$ cat config.mk
export PLATFORM = sky130hd
export DESIGN_NAME = mem_access_stage
export DESIGN_NICKNAME = d
export VERILOG_FILES = /design/src/rtl/mem_access_stage.sv
export SDC_FILE = /design/constraint.sdc
export NUM_CORES = 1
export LEC_CHECK = 0
export CORE_MARGIN = 5
export CORE_UTILIZATION = 30
export CTS_BUF_LIST = sky130_fd_sc_hd__clkbuf_8
export DETAILED_ROUTE_END_ITERATION = 8
export PLACE_DENSITY_LB_ADDON = 0.05
export SETUP_SLACK_MARGIN = 0.4
export SKIP_LAST_GASP = 1
export SLEW_MARGIN = 20
export SYNTH_ARGS = -nofsm -noshare
export SYNTH_HDL_FRONTEND = slang
export SYNTH_SLANG_ARGS = --single-unit
$ cat constraint.sdc
create_clock -name clk -period 2.3 [get_ports clk]
set_input_delay 0.23 -clock clk [delete_from_list [all_inputs] [get_ports clk]]
set_output_delay 0.23 -clock clk [all_outputs]
set_load 0.05 [all_outputs]
$ cat src/rtl/mem_access_stage.sv
// MEM-stage data-memory access unit: load/store request on a req/ack bus,
// pipeline stall while outstanding, aligned + extended load result, timeout abort.
module mem_access_stage #(
    parameter int TIMEOUT_CYCLES = 255,
    parameter int ERR_CNT_W      = 16
) (
    input  logic                 clk,
    input  logic                 reset,
    input  logic                 i_acc_valid,
    input  logic                 i_acc_read,
    input  logic                 i_acc_write,
    input  logic [1:0]           i_acc_size,
    input  logic                 i_acc_unsigned,
    input  logic [31:0]          i_acc_addr,
    input  logic [31:0]          i_acc_wdata,
    output logic                 o_dmem_req,
    output logic                 o_dmem_we,
    output logic [31:0]          o_dmem_addr,
    output logic [3:0]           o_dmem_be,
    output logic [31:0]          o_dmem_wdata,
    input  logic                 i_dmem_ack,
    input  logic [31:0]          i_dmem_rdata,
    output logic [31:0]          o_load_data,
    output logic                 o_mem_stall,
    output logic                 o_misalign,
    output logic                 o_bus_error,
    output logic [ERR_CNT_W-1:0] o_err_count
);
    localparam logic [1:0] S_IDLE = 2'd0;
    localparam logic [1:0] S_BUSY = 2'd1;
    localparam logic [1:0] S_RESP = 2'd2;
    localparam int CNT_W = $clog2(TIMEOUT_CYCLES + 1);

    logic [1:0]           r_state;
    logic [CNT_W-1:0]     r_cnt;
    logic [1:0]           r_size;
    logic                 r_uns;
    logic [1:0]           r_alo;
    logic                 r_rd;
    logic [ERR_CNT_W-1:0] r_err;

    logic        w_access, w_bad, w_start, w_timeout;
    logic [3:0]  w_be;
    logic [31:0] w_wdata, w_sh_b, w_sh_h, w_ld;

    assign w_access = i_acc_valid & (i_acc_read | i_acc_write);

    always_comb begin
        case (i_acc_size)
            2'b00:   w_bad = 1'b0;
            2'b01:   w_bad = i_acc_addr[0];
            2'b10:   w_bad = |i_acc_addr[1:0];
            default: w_bad = 1'b1;
        endcase
    end

    assign o_misalign  = (r_state == S_IDLE) & w_access & w_bad;
    assign w_start     = (r_state == S_IDLE) & w_access & ~w_bad;
    assign o_mem_stall = w_start | (r_state == S_BUSY);
    assign w_timeout   = (r_state == S_BUSY) & ~i_dmem_ack & (r_cnt == CNT_W'(TIMEOUT_CYCLES - 1));

    // Sub-word stores replicate the data across all lanes; byte enables pick the lane.
    always_comb begin
        w_be    = 4'b1111;
        w_wdata = i_acc_wdata;
        case (i_acc_size)
            2'b00: begin
                w_be    = 4'b0001 << i_acc_addr[1:0];
                w_wdata = {4{i_acc_wdata[7:0]}};
            end
            2'b01: begin
                w_be    = 4'b0011 << i_acc_addr[1:0];
                w_wdata = {2{i_acc_wdata[15:0]}};
            end
            default: ;
        endcase
    end

    assign w_sh_b = i_dmem_rdata >> {r_alo, 3'b000};
    assign w_sh_h = i_dmem_rdata >> {r_alo[1], 4'b0000};

    always_comb begin
        case (r_size)
            2'b00:   w_ld = {{24{~r_uns & w_sh_b[7]}}, w_sh_b[7:0]};
            2'b01:   w_ld = {{16{~r_uns & w_sh_h[15]}}, w_sh_h[15:0]};
            default: w_ld = i_dmem_rdata;
        endcase
    end

    always_ff @(posedge clk) begin
        if (reset) begin
            r_state      <= S_IDLE;
            r_cnt        <= '0;
            r_size       <= '0;
            r_uns        <= 1'b0;
            r_alo        <= '0;
            r_rd         <= 1'b0;
            o_dmem_req   <= 1'b0;
            o_dmem_we    <= 1'b0;
            o_dmem_addr  <= '0;
            o_dmem_be    <= '0;
            o_dmem_wdata <= '0;
            o_load_data  <= '0;
            o_bus_error  <= 1'b0;
        end else begin
            o_bus_error <= 1'b0;
            case (r_state)
                S_IDLE: if (w_start) begin
                    r_size       <= i_acc_size;
                    r_uns        <= i_acc_unsigned;
                    r_alo        <= i_acc_addr[1:0];
                    r_rd         <= i_acc_read;
                    r_cnt        <= '0;
                    o_dmem_req   <= 1'b1;
                    o_dmem_we    <= ~i_acc_read;
                    o_dmem_addr  <= {i_acc_addr[31:2], 2'b00};
                    o_dmem_be    <= w_be;
                    o_dmem_wdata <= w_wdata;
                    r_state      <= S_BUSY;
                end
                S_BUSY: begin
                    if (i_dmem_ack) begin
                        o_dmem_req <= 1'b0;
                        if (r_rd) o_load_data <= w_ld;
                        r_state <= S_RESP;
                    end else if (w_timeout) begin
                        o_dmem_req  <= 1'b0;
                        o_bus_error <= 1'b1;
                        if (r_rd) o_load_data <= '0;
                        r_state <= S_RESP;
                    end else begin
                        r_cnt <= r_cnt + 1'b1;
                    end
                end
                default: r_state <= S_IDLE;
            endcase
        end
    end

    // Misalign lives in IDLE and timeout in BUSY, so at most one event per cycle.
    always_ff @(posedge clk) begin
        if (reset)
            r_err <= '0;
        else if ((o_misalign | w_timeout) && (r_err != {ERR_CNT_W{1'b1}}))
            r_err <= r_err + 1'b1;
    end

    assign o_err_count = r_err;
endmodule
==> flow_metrics.py <==
metrics = {
    "clock_network": {
        "clock-sinks": 133,
        "cts_tree": "yes",
        "insertion_delay_ns": 0.44,
        "numCtsBuffers": 17,
        "cts_root_buf": "clkbuf_8",
        "cts_buffer_depth": 2,
        "htreeDepth": 4,
        "cts.clk_slew.worst_paths_ns": 0.08,
    },
    "place": {
        "placedCellCount": 1200,
        "place_congestion": 0.823,
        "hpwlAfterDp_um": 14800,
        "port_buffers": 223,
    },
    "timing": {
        "slew_headroom": 0.536,
        "finClkSkew_ns": 0.0182,
        "fin_tns_setup_ns": 0,
        "period_minus_slack_ns": 1.87,
        "setup_violations": 0,
        "hold_viol": 0,
        "rsz0062_at_grt": "yes",
        "fmax_mhz": 534,
        "finalMaxSlewViolations": 0,
        "worst_pin_slew_ns": 0.696,
        "period_share": 0.815,
        "whs_ns": 0.186,
    },
    "floorplanning": {
        "core_um2": 19400,
        "ios": 226,
        "initial_utilization": 0.303,
        "dieArea_um2": 22500,
        "die_x_um": 150,
        "num_rows": 51,
        "chipHeight_um": 150,
    },
    "cells_and_area": {
        "drive_gt1_frac": 0.129,
        "fillers": 1926,
        "area_growth_pct": 57.3,
        "diodes": 0,
        "fin_nets": 1077,
        "finalNonFillerCells": 1247,
    },
    "yosys": {
        "synth-edff-count": 0,
        "synth-seq-cells": 133,
        "syn_inst": 739,
        "async_flop_share": 0,
        "synth_area_per_cell_um2": 7.95,
        "synth.distinct_cells": 59,
        "syn-cell-area_um2": 5880,
        "synthFlopType": "dfxtp_1",
        "ys_warn_count": 0,
        "ys_seq_area_frac": 0.453,
    },
    "global_routing": {
        "grt_max_degree": 65,
        "grt_usage": 0.179,
        "grt_pass1_vias": 6039,
        "grt-ovfl-total": 0,
        "grt_pass1_wl_um": 32100,
        "antenna_found_initial": 1,
    },
    "setup_path": {
        "arrival_ns": 2.24,
        "start_kind": "flop",
        "endpoint_kind": "flop",
        "cp_max_fo": 8,
        "worstPathRequired_ns": 2.67,
        "critical_path_class": "reg2reg",
    },
    "route": {
        "first_pass_iters": 5,
        "vias_per_cell": 4.88,
        "drc": 0,
        "totalWireLength_um": 21000,
        "vias": 6082,
        "drtIter0Drc": 274,
        "wire_per_inst_um": 16.8,
        "antenna_left": 0,
    },
    "run": {
        "maxCapViolations": 0,
    },
    "pwr": {
        "power.leakage_nw": 3.99,
        "power_w": 0.00573,
        "peakVddDrop_uv": 318,
        "power-per-cell-area_nw_per_um2": 620,
    },
    "min_path": {
        "hold_path_class": "in2reg",
    },
    "outcome": {
        "outcome": "completed",
    },
}
-- where the power goes --
group	leakage, nW	switching [W]	total, W	internal (W)
Clock	0.228	0.000980	0.00224	0.00126
Sequential	1.09	0.0000476	0.00242	0.00237
Combinational	2.68	0.000629	0.00107	0.000444
Total	3.99	0.00166	0.00573	0.00408
-- area by class of cell --
cell class	instances	area (µm²)	share of cell area
Clock buffer	19	262	0.0283
Clock inverter	13	194	0.0210
Inverter	6	26.3	0.00284
Timing Repair Buffer	263	2710	0.293
Sequential cell	133	2700	0.292
Tap cell	265	332	0.0359
Multi-Input combinational cell	548	3020	0.327
-- through the flow --
step / instance area, µm² / util / worst slack (ns)
6_report: 9240 / 0.477 / 0.426
3_3_place_gp: 8450 / 0.436 / 0.0795
5_1_grt: 9240 / 0.477 / 0.314
4_1_cts: 8950 / 0.461 / 0.351
2_1_floorplan: 5910 / - / 0.403
3_5_place_dp: 8450 / 0.436 / 0.0120
-- cell usage in the layout, fill, tap and decap left out, types with 5 or more instances in the layout --
master and instances:
o221ai_1 7, nand3_1 5, inv_6 5, xor2_1 7, dfxtp_4 5, dfxtp_2 14
dfxtp_1 114, clkdlybuf4s50_1 166, dlygate4sd2_1 14, a31oi_1 9, buf_4 33, nand2_1 172
a311oi_1 8, o21ai_0 56, nor2_1 57, clkbuf_8 19, a21oi_1 97, dlymetal6s2s_1 39
mux2i_1 17, nor3_1 17, nand4_1 7, xnor2_1 11, a211oi_1 8, a21o_1 8
-- synth_stat cells (all sizes together), types with 3 or more instances --
library cell | count | share of area
nand2 | 174 | 0.11
dfxtp | 133 | 0.45
a21oi | 100 | 0.086
nor2 | 60 | 0.039
o21ai | 58 | 0.050
clkbuf | 32 | 0.020
buf | 21 | 0.025
nor3 | 18 | 0.016
mux2i | 17 | 0.029
xnor2 | 11 | 0.016
a31oi | 9 | 0.0096
a211oi | 8 | 0.010
a21o | 8 | 0.010
a311oi | 8 | 0.012
nand4 | 7 | 0.0074
o221ai | 7 | 0.010
xor2 | 7 | 0.010
nand3 | 6 | 0.0051
inv | 5 | 0.0032
or3 | 5 | 0.0053
nor3b | 4 | 0.0077
nor4 | 4 | 0.010
and2 | 3 | 0.0032
ha | 3 | 0.0064
nand2b | 3 | 0.0032
nor2b | 3 | 0.0032
-- logic make-up (layout without fill, tap and decap cells) --
family	Yosys count	in the layout	share of synthesized area
fa+ha+maj	3	3	0.00639
mux	18	18	0.0309
other cells	1	2	0.000638
xor+xnor	18	18	0.0268
simple gates	297	297	0.226
compound gates	210	210	0.207
flops	133	133	0.453
buf+inv	59	301	0.0490
-- sequential cells by signal, summed over array words and instances (netlist names) --
| name | cells |
|---|---|
| o_dmem_addr | 30 |
| o_dmem_req | 1 |
| r_size | 2 |
| o_dmem_wdata | 32 |
| r_rd | 1 |
| r_state | 2 |
| o_err_count | 16 |
| r_uns | 1 |
| o_load_data | 32 |
| o_dmem_we | 1 |
| r_cnt | 8 |
| o_dmem_be | 4 |
| o_bus_error | 1 |
| r_alo | 2 |
-- routing by layer --
layer | track usage | vias up | routed length [µm]
met4 | 0.0503 | 2 | 342
met3 | 0.0766 | 26 | 1820
met1 | 0.213 | 2846 | 8760
met5 | 0 | - | 13
li1 | - | 3002 | -
met2 | 0.296 | 206 | 10000
-- what timing repair did --
action | CTS | global route
endpoints found under the hold margin | 0 | 0
hold buffers | 0 | 0
pin swaps | 2 | 9
resized for setup | 18 | 65
gates cloned | 1 | 1
setup endpoints to repair | 20 | 68
buffers inserted | 2 | 11
-- final timing paths --
check	start	endpoint	slack, ns	depth (start not counted)
max reg2reg	r_state[0]$_SDFFE_PP0P_	r_cnt[6]$_SDFFE_PP0P_	0.43	8
min	i_acc_size[1]	o_dmem_be[1]$_SDFFE_PP0P_	0.19	3
max	r_state[0]$_SDFFE_PP0P_	r_cnt[6]$_SDFFE_PP0P_	0.43	8
min reg2reg	o_load_data[25]$_SDFFE_PP0P_	o_load_data[25]$_SDFFE_PP0P_	0.45	2
-- worst max-delay path, stage by stage (launching register included) --
cell,delay (ns)
dfxtp_2,0.34
nor3b_2,0.20
buf_4,0.15
o211ai_4,0.08
buf_4,0.17
and2_1,0.21
or3b_1,0.41
xor2_1,0.15
nor2_1,0.10
No activity file was read; power rests on OpenSTA's default activity.
